## config.mk

```make
export PLATFORM = sky130hd
export DESIGN_NAME = angle_avg
export DESIGN_NICKNAME = d
export VERILOG_FILES = /design/src/rtl/angle_avg_pkg.sv /design/src/rtl/angle_avg_ring.sv /design/src/rtl/angle_avg.sv
export SDC_FILE = /design/constraint.sdc
export NUM_CORES = 1
export LEC_CHECK = 0
export CORE_MARGIN = 5
export CORE_UTILIZATION = 35
export CTS_BUF_LIST = sky130_fd_sc_hd__clkbuf_4
export CTS_CLUSTER_DIAMETER = 150
export DETAILED_ROUTE_END_ITERATION = 6
export SLEW_MARGIN = 20
export SYNTH_ARGS = -nofsm -noshare
export SYNTH_HDL_FRONTEND = slang
export SYNTH_SLANG_ARGS = --single-unit
```

## constraint.sdc

```tcl
create_clock -name clk -period 6.5 [get_ports clk]
set_clock_uncertainty 0.15 [all_clocks]
set_input_delay 1.625 -clock clk [delete_from_list [all_inputs] [get_ports clk]]
set_output_delay 1.625 -clock clk [all_outputs]
set_load 0.005 [all_outputs]
```

## src/rtl/angle_avg_pkg.sv

```systemverilog
// Shared Q16.16 fixed-point definitions and sign-magnitude <-> two's complement helpers
// for the angle pipeline (arcsin stage, averager, qadd/qmulti family).
package angle_avg_pkg;

  localparam int          Q_FRAC  = 16;
  localparam logic [31:0] Q_ONE   = 32'h0001_0000;
  localparam logic [31:0] Q_DEG90 = 32'h005A_0000;
  localparam int          Q_SIGN  = 31;
  localparam int          TC_W    = 33;

  typedef enum logic {
    ST_FILL,
    ST_RUN
  } state_t;

  // Negative zero maps to plain zero because -0 == 0 in two's complement.
  function automatic logic signed [TC_W-1:0] sm_to_tc(input logic [31:0] v);
    logic signed [TC_W-1:0] mag;
    mag = {2'b00, v[Q_SIGN-1:0]};
    return v[Q_SIGN] ? -mag : mag;
  endfunction

  // Only strictly negative inputs set the sign bit, so zero never comes out as 0x8000_0000.
  function automatic logic [31:0] tc_to_sm(input logic signed [TC_W-1:0] v);
    logic signed [TC_W-1:0] mag;
    mag = v[TC_W-1] ? -v : v;
    return {v[TC_W-1], mag[Q_SIGN-1:0]};
  endfunction

endpackage

```

## src/rtl/angle_avg_ring.sv

```systemverilog
// Circular window buffer: presents the entry at wr_ptr (the oldest sample once full)
// before that slot is overwritten by the incoming sample.
module angle_avg_ring
  import angle_avg_pkg::*;
#(
  parameter int DEPTH_LOG2 = 3
) (
  input  logic                   clk,
  input  logic                   rst,
  input  logic                   clear,
  input  logic                   wr_en,
  input  logic signed [TC_W-1:0] wr_data,
  output logic signed [TC_W-1:0] old
);

  localparam int N = 1 << DEPTH_LOG2;

  logic signed [TC_W-1:0] mem [N];
  logic [DEPTH_LOG2-1:0]  wr_ptr;

  // Pointer width equals log2(N), so the increment wraps mod N for free.
  always_ff @(posedge clk) begin
    if (rst || clear) begin
      wr_ptr <= '0;
    end else if (wr_en) begin
      wr_ptr <= wr_ptr + 1'b1;
    end
  end

  // NOTE: storage is deliberately not reset; stale entries are never read while count < N.
  always_ff @(posedge clk) begin
    if (wr_en) begin
      mem[wr_ptr] <= wr_data;
    end
  end

  assign old = mem[wr_ptr];

endmodule

```

## src/rtl/angle_avg.sv

```systemverilog
// Sliding-window mean of the last 2^DEPTH_LOG2 Q16.16 angles, captured on rising edges
// of the producer's level valid; result is emitted one cycle after each full-window capture.
module angle_avg
  import angle_avg_pkg::*;
#(
  parameter int DEPTH_LOG2 = 3
) (
  input  logic        clk,
  input  logic        rst,
  input  logic        in_valid,
  input  logic [31:0] in_xita,
  input  logic        flush,
  output logic        out_valid,
  output logic [31:0] out_xita,
  output logic        out_full
);

  localparam int                SUM_W    = TC_W + DEPTH_LOG2;
  localparam logic [DEPTH_LOG2:0] FULL_CNT = {1'b1, {DEPTH_LOG2{1'b0}}};

  state_t                  state;
  logic                    in_valid_prev;
  logic                    cap;
  logic                    wr_en;
  logic                    pending;
  logic [DEPTH_LOG2:0]     count;
  logic [DEPTH_LOG2:0]     count_next;
  logic signed [SUM_W-1:0] sum;
  logic signed [SUM_W-1:0] sum_next;
  logic signed [SUM_W-1:0] sum_shr;
  logic signed [TC_W-1:0]  sample;
  logic signed [TC_W-1:0]  ring_old;
  logic signed [TC_W-1:0]  old;
  logic signed [TC_W-1:0]  avg;

  assign wr_en = cap & ~flush & ~rst;

  angle_avg_ring #(
    .DEPTH_LOG2(DEPTH_LOG2)
  ) u_ring (
    .clk    (clk),
    .rst    (rst),
    .clear  (flush),
    .wr_en  (wr_en),
    .wr_data(sample),
    .old    (ring_old)
  );

  always_comb begin
    state      = (count == FULL_CNT) ? ST_RUN : ST_FILL;
    cap        = in_valid & ~in_valid_prev;
    sample     = sm_to_tc(in_xita);
    // During FILL the slot under wr_ptr holds nothing that belongs to the window.
    old        = (state == ST_RUN) ? ring_old : '0;
    sum_next   = sum + SUM_W'(sample) - SUM_W'(old);
    count_next = (state == ST_RUN) ? count : count + 1'b1;
    sum_shr    = sum >>> DEPTH_LOG2;
    avg        = sum_shr[TC_W-1:0];
  end

  // NOTE: every register here uses non-blocking assignment so all state advances on the same edge.
  always_ff @(posedge clk) begin
    if (rst) begin
      in_valid_prev <= 1'b0;
      count         <= '0;
      sum           <= '0;
      pending       <= 1'b0;
      out_valid     <= 1'b0;
      out_xita      <= '0;
      out_full      <= 1'b0;
    end else begin
      in_valid_prev <= in_valid;
      if (flush) begin
        count     <= '0;
        sum       <= '0;
        pending   <= 1'b0;
        out_valid <= 1'b0;
        out_full  <= 1'b0;
      end else begin
        out_full  <= (state == ST_RUN);
        out_valid <= pending;
        if (pending) begin
          out_xita <= tc_to_sm(avg);
        end
        pending <= cap && (count_next == FULL_CNT);
        if (cap) begin
          sum   <= sum_next;
          count <= count_next;
        end
      end
    end
  end

endmodule
```

# After elaboration in Yosys (flattened, before gate mapping)
# Memories as Yosys holds them, arrays and structs flattened. A register that Yosys moved wholly into a read port is not among the register bits.
# Index checks and enable logic that the tools add are counted.
[word_totals] ff_bits=79 inputBits=36 out_inout_bits=34 mem_count=1 wordCells=36 ram_bits=264
[memory_table] memory="u_ring.mem" words=8 width=33 read_ports=1 rd_ports_with_merged_regs=1 write_ports=1 line_no="angle_avg_ring.sv:18" text="logic signed [TC_W-1:0] mem [N];"
[classes] reduce_logical=4 bitwise=6 mux=9 addsub=6 n_eq_ne=2
[op_table] op="$mux 33" count=2
[op_table] op="$add 36x33->36" count=1
[op_table] op="$sub 36x33->36" count=1
[op_table] op="$neg 31->33" count=1
[op_table] op="$mux 31" count=1
[op_table] op="$neg 31->31" count=1
[op_table] op="$eq 4x4->1 const B" count=2
[op_table] op="$mux 3" count=2
[op_table] op="$add 4x1->4 const B" count=1
[op_table] op="$mux 4" count=1
[op_table] op="$add 3x1->3 const B" count=1
[op_table] op="$and 1x1->1" count=3
[op_table] op="$mux 1" count=3
[op_table] op="$not 1->1" count=3
[op_table] op="$reduce_and 2->1" count=1
[op_table] op="$reduce_or 2->1" count=1
[op_table] op="$logic_and 1x1->1" count=1
[op_table] op="$logic_or 1x1->1" count=1

# Logic depth before layout (Yosys ltp)
[logic_depth] ltp_word=6 depth_mapped=20 mapped_depth_nobuf=19

# Modules after synthesis
# From an unflattened synthesis, not the netlist that was laid out.
[hier_totals] cells_unflattened=1393 area_unflattened_um2=17545.6
[by_module_without_submodules] module="angle_avg_ring" area_each_um2=10171.0 cells_per_inst=409 seq_area_each_um2=8047.7 instances=1
[by_module_without_submodules] module="angle_avg" area_each_um2=7374.6 cells_per_inst=984 seq_area_each_um2=1521.5 instances=1

# Worst setup path before layout
# Ideal clock, no wire load.
[synth_path] kind="input port to flip-flop" startpoint="input in_xita[0]" endpoint="register sum[33]" arrival_time_ps=6389 required_ps=6233 setup_time_ps=117 stages=17 n_path_buf=0 slack_ps=-157 path_cell_list="inv_1 ha_1 or4b_1 or4_1 or4_1 or3_1 o31ai_1 xnor2_1 fa_1 ha_1 a21o_1 a21o_1 a21oi_1 o21ai_0 o21bai_1 a211o_1 a32o_1"
[synth_between] elab_chain_len=4
[synth_lines] item="start: declaration" line_no="angle_avg.sv:11" text="input logic [31:0] in_xita,"
[synth_lines] item="$neg 31->33" line_no="angle_avg_pkg.sv:20" text="return v[Q_SIGN] ? -mag : mag;"
[synth_lines] item="$mux 33" line_no="angle_avg_pkg.sv:20"
[synth_lines] item="via sample[26]" line_no="angle_avg.sv:31" text="logic signed [TC_W-1:0] sample;"
[synth_lines] item="$add 36x33->36" line_no="angle_avg.sv:55" text="sum_next = sum + SUM_W'(sample) - SUM_W'(old);"
[synth_lines] item="$sub 36x33->36" line_no="angle_avg.sv:55"
[synth_lines] item="end signal: assignment" line_no="angle_avg.sv:87" text="sum <= sum_next;"
[synth_lines] item="end: declaration" line_no="angle_avg.sv:28" text="logic signed [SUM_W-1:0] sum;"
# The timed path passes the listed nets, and every way through them passes these cells.
# A chain may end at the register's enable or synchronous reset.

# Final worst setup path
[layout_path] startpoint="input in_xita[2]" endpoint="register sum[28]"
[layout_between] elab_chain_len=4
[layout_lines] item="$neg 31->33" line_no="angle_avg_pkg.sv:20"
[layout_lines] item="$mux 33 (*)" line_no="angle_avg_pkg.sv:20"
[layout_lines] item="$add 36x33->36 (*)" line_no="angle_avg.sv:55"
[layout_lines] item="$sub 36x33->36 (*)" line_no="angle_avg.sv:55"
# Mark *: on every way between the ends. The rest lies on a longest branch, timed or not.

==> metrics.txt <==
EDFF count, synth=264; Setup-failing EPs final=0; combined area of the multi-input logic cells=7090 um^2; Unique masters post-synth=63; clock-pin slew on the worst setup and hold paths=0.06 ns; Inserted Clock Buffers=85; hpwl dp=27,600 um; Switching Fraction=between 20 and 30%; DR vias/cell=5.03; nets=~1,700; Final Max Slew Viols=0; drt pass-1 iters=5; pin count of the biggest net entering global routing=a little over 60; Post-CTS Hold Fix Bufs=0; syn avg cell area=12.7 um^2; number of global-route vias before repair=11,698; commonest cells after routing, fill and taps aside=edfxtp_1 (264), buf_4 (156), inv_1 (135); fill count=4,432; total power draw=5.65 mW; CTS tree=built; CP top delay family=simple AND/OR/NAND/NOR gates; final core occ=43.1%; Clock Latency Late Sink=roughly 0.80 ns; routability cong.=0.838; layout cells sized above 1=24.8%; Bufs and invs on worst path=4; Sw Pwr=approximately 1.6 mW; Seq pwr share=43.7%; Synth-to-Final Area Change=22.5%; dpl ws=-0.910 ns; P_leak=7.49 nW; Hold/Removal Path Class=reg2reg; Area contributors post-synth=edfxtp_1 (46%), dfxtp_1 (9.6%), mux4_2 (8.7%); Core ar.=48,600 um^2; Worst slew margin=40.7%; register area=9580 um^2; syn_nets=roughly 1,500; critical path startpoint category=input port; register area share after synthesis=56.0%; combinational share of power=24.1%; FP Rows=just over 80; clk root buf=clkbuf_4; wire per inst=18.1 um; hold_ws=a little over 0.3 ns; Die Span X=231 um; Req. time, crit path=about 7.0 ns; Max-Cap Viols=0; first-pass GRT wire length=64,300 um; CP arrival=a little under 7 ns; Die Span Y=231 um; clk buf depth=3; clock group share of total power=~32%; min Tclk post-route=6.35 ns; CP Cell Sequence=clkdlybuf4s50_1 -> or4b_4 -> or4_4 -> or4_4 -> o41ai_4 -> xor2_1 -> buf_4 -> fa_1 -> inv_1 -> ha_4 -> a211oi_4 -> a31oi_2 -> o41a_1 -> and2_4 -> a311oi_2 -> buf_4 -> xor2_1 -> o21ai_0; GRT overflow=0; Yosys top cell by area=edfxtp_1; crit-path max cell delay=approximately 0.62 ns; status=complete, no violations; top_reg_cell synth=edfxtp_1; CP max stage cell=or4_4; Async SR Flop Fraction=0%; leading cell type in the layout, fill and taps excluded=edfxtp_1; Vias=11,490; overall routing resource usage=15.4%; CTS H-tree depth=3; f_max=158 MHz; Worst Setup End Kind=flop; number of remaining DRC errors=0; Routed WL=around 41,000 um; Setup WS post-layout=0.152 ns; Final Cycle Share=97.7%; Worst Path Max Fanout=5; CTS sink cnt=346; Crit Path Category=in2reg; Cell Pwr Density=270 nW/um^2; Slew @ Worst Pin=0.886 ns; die area=between 50,000 and 60,000 um^2; Initial Utilization=35.1%; cell-internal power=4.04 mW; synthesized instance count=1,344; Yosys reg bits=346; Syn Std Cell Area=about 17,000 um^2; final hold violation count=0; Final ANT Viol Nets=0; Synth top area share=46.4%; Synth warnings=0; Port Buffer Count=69; RSZ-0062 raised after global routing=false; worst ir drop on vdd=around 0.12 mV; Iter 0 DRT Violations=just under 800; initial antenna violation count=7; Top Ports=70
## synthesized netlist by cell type, types with 32 or more instances
cell type  instances
edfxtp_1         264
dfxtp_1           82
xor2_1            32
nor2_1            94
a21oi_1           59
mux4_2            66
mux2i_1           35
nand2_1           98
inv_1            137
ha_1              41
fa_1              35
o21ai_0           47
a211oi_1          35
xnor2_1           51
clkbuf_1          46
## cell type report
class	count	share of cell area [%]
clock buffer	119	4.27
inverter	137	2.46
timing repair buffer	226	9.01
tap	622	3.72
clock inverter	30	0.962
sequential	346	45.7
multi-input combinational	803	33.8
antenna	3	0.0358
## cell families after synthesis
logic type                 Yosys count  share of synthesized area [%]
AOI/OAI and AO/OA                  242                           9.32
xor gates and xnor gates            83                           4.25
DFF                                346                           56.0
muxes                              102                           10.8
and+or+nand+nor                    300                           8.28
adders and majority gates           76                           7.10
buffers and inverters              195                           4.28
## flip-flops by register name (all words and copies together) (netlist names), named ones only
| register | count |
|---|---|
| in_valid_prev | 1 |
| out_full | 1 |
| u_ring.wr_ptr | 3 |
| sum | 36 |
| u_ring.mem | 264 |
| count | 4 |
| out_valid | 1 |
| pending | 1 |
| out_xita | 32 |
## through the flow
step,setup TNS (ns),instances,area (um^2)
after floorplan,-0.0605,1344,17100
after global routing,0,2286,20900
after CTS,0,2277,20700
after global placement,-9.82,2128,19600
after detailed placement,-11.32,2128,19600
final,0,2286,20900
## per-layer routing
metal / GRT usage (%) / vias to the layer above / share of wire (%)
li1: - / 5474 / -
met1: 20.6 / 5650 / 45
met2: 25.2 / 296 / 48
met3: 3.27 / 62 / 5.8
met4: 5.24 / 8 / 1.7
met5: 0 / - / 0.10
## final timing paths
check	start	endpoint	slack [ns]	cells after the start
max	in_xita[2]	sum[28]$_SDFFE_PP0P_	0.15	18
min reg2reg	out_xita[31]$_SDFFE_PP0P_	out_xita[31]$_SDFFE_PP0P_	0.31	2
max reg2reg	flop	sum[23]$_SDFFE_PP0P_	1.44	15
min	out_xita[31]$_SDFFE_PP0P_	out_xita[31]$_SDFFE_PP0P_	0.31	2
## repair_timing
item                                    4_1_cts  5_1_grt
endpoints found under the setup margin        3       14
pin swaps                                     0       19
buffers inserted                              0        6
resized for setup                             1       45
## power groups by stage
| stage | Sequential [mW] | Combinational, mW | Clock [mW] |
|---|---|---|---|
| floorplan | 2.50 | 0.823 | 0 |
| global placement | 2.51 | 1.27 | 0 |
| detailed placement | 2.52 | 1.29 | 0 |
| CTS | 2.47 | 1.30 | 1.88 |
| global route | 2.47 | 1.52 | 2.00 |
| finish | 2.47 | 1.36 | 1.82 |
## worst reg2reg max path, stage by stage (launching register included)
cell and delay, ns:
dfxtp_4 0.73, mux4_2 0.60, mux2i_1 0.35, nor2_1 0.11, fa_1 0.49, inv_1 0.07, ha_1 0.31, a211oi_1 0.37
o21ai_0 0.23, a22oi_1 0.36, o21ai_1 0.12, buf_4 0.17, o2111ai_1 0.16, a21boi_0 0.12, or3_1 0.31, a32o_1 0.25
Power figures use the tool's default switching activity.
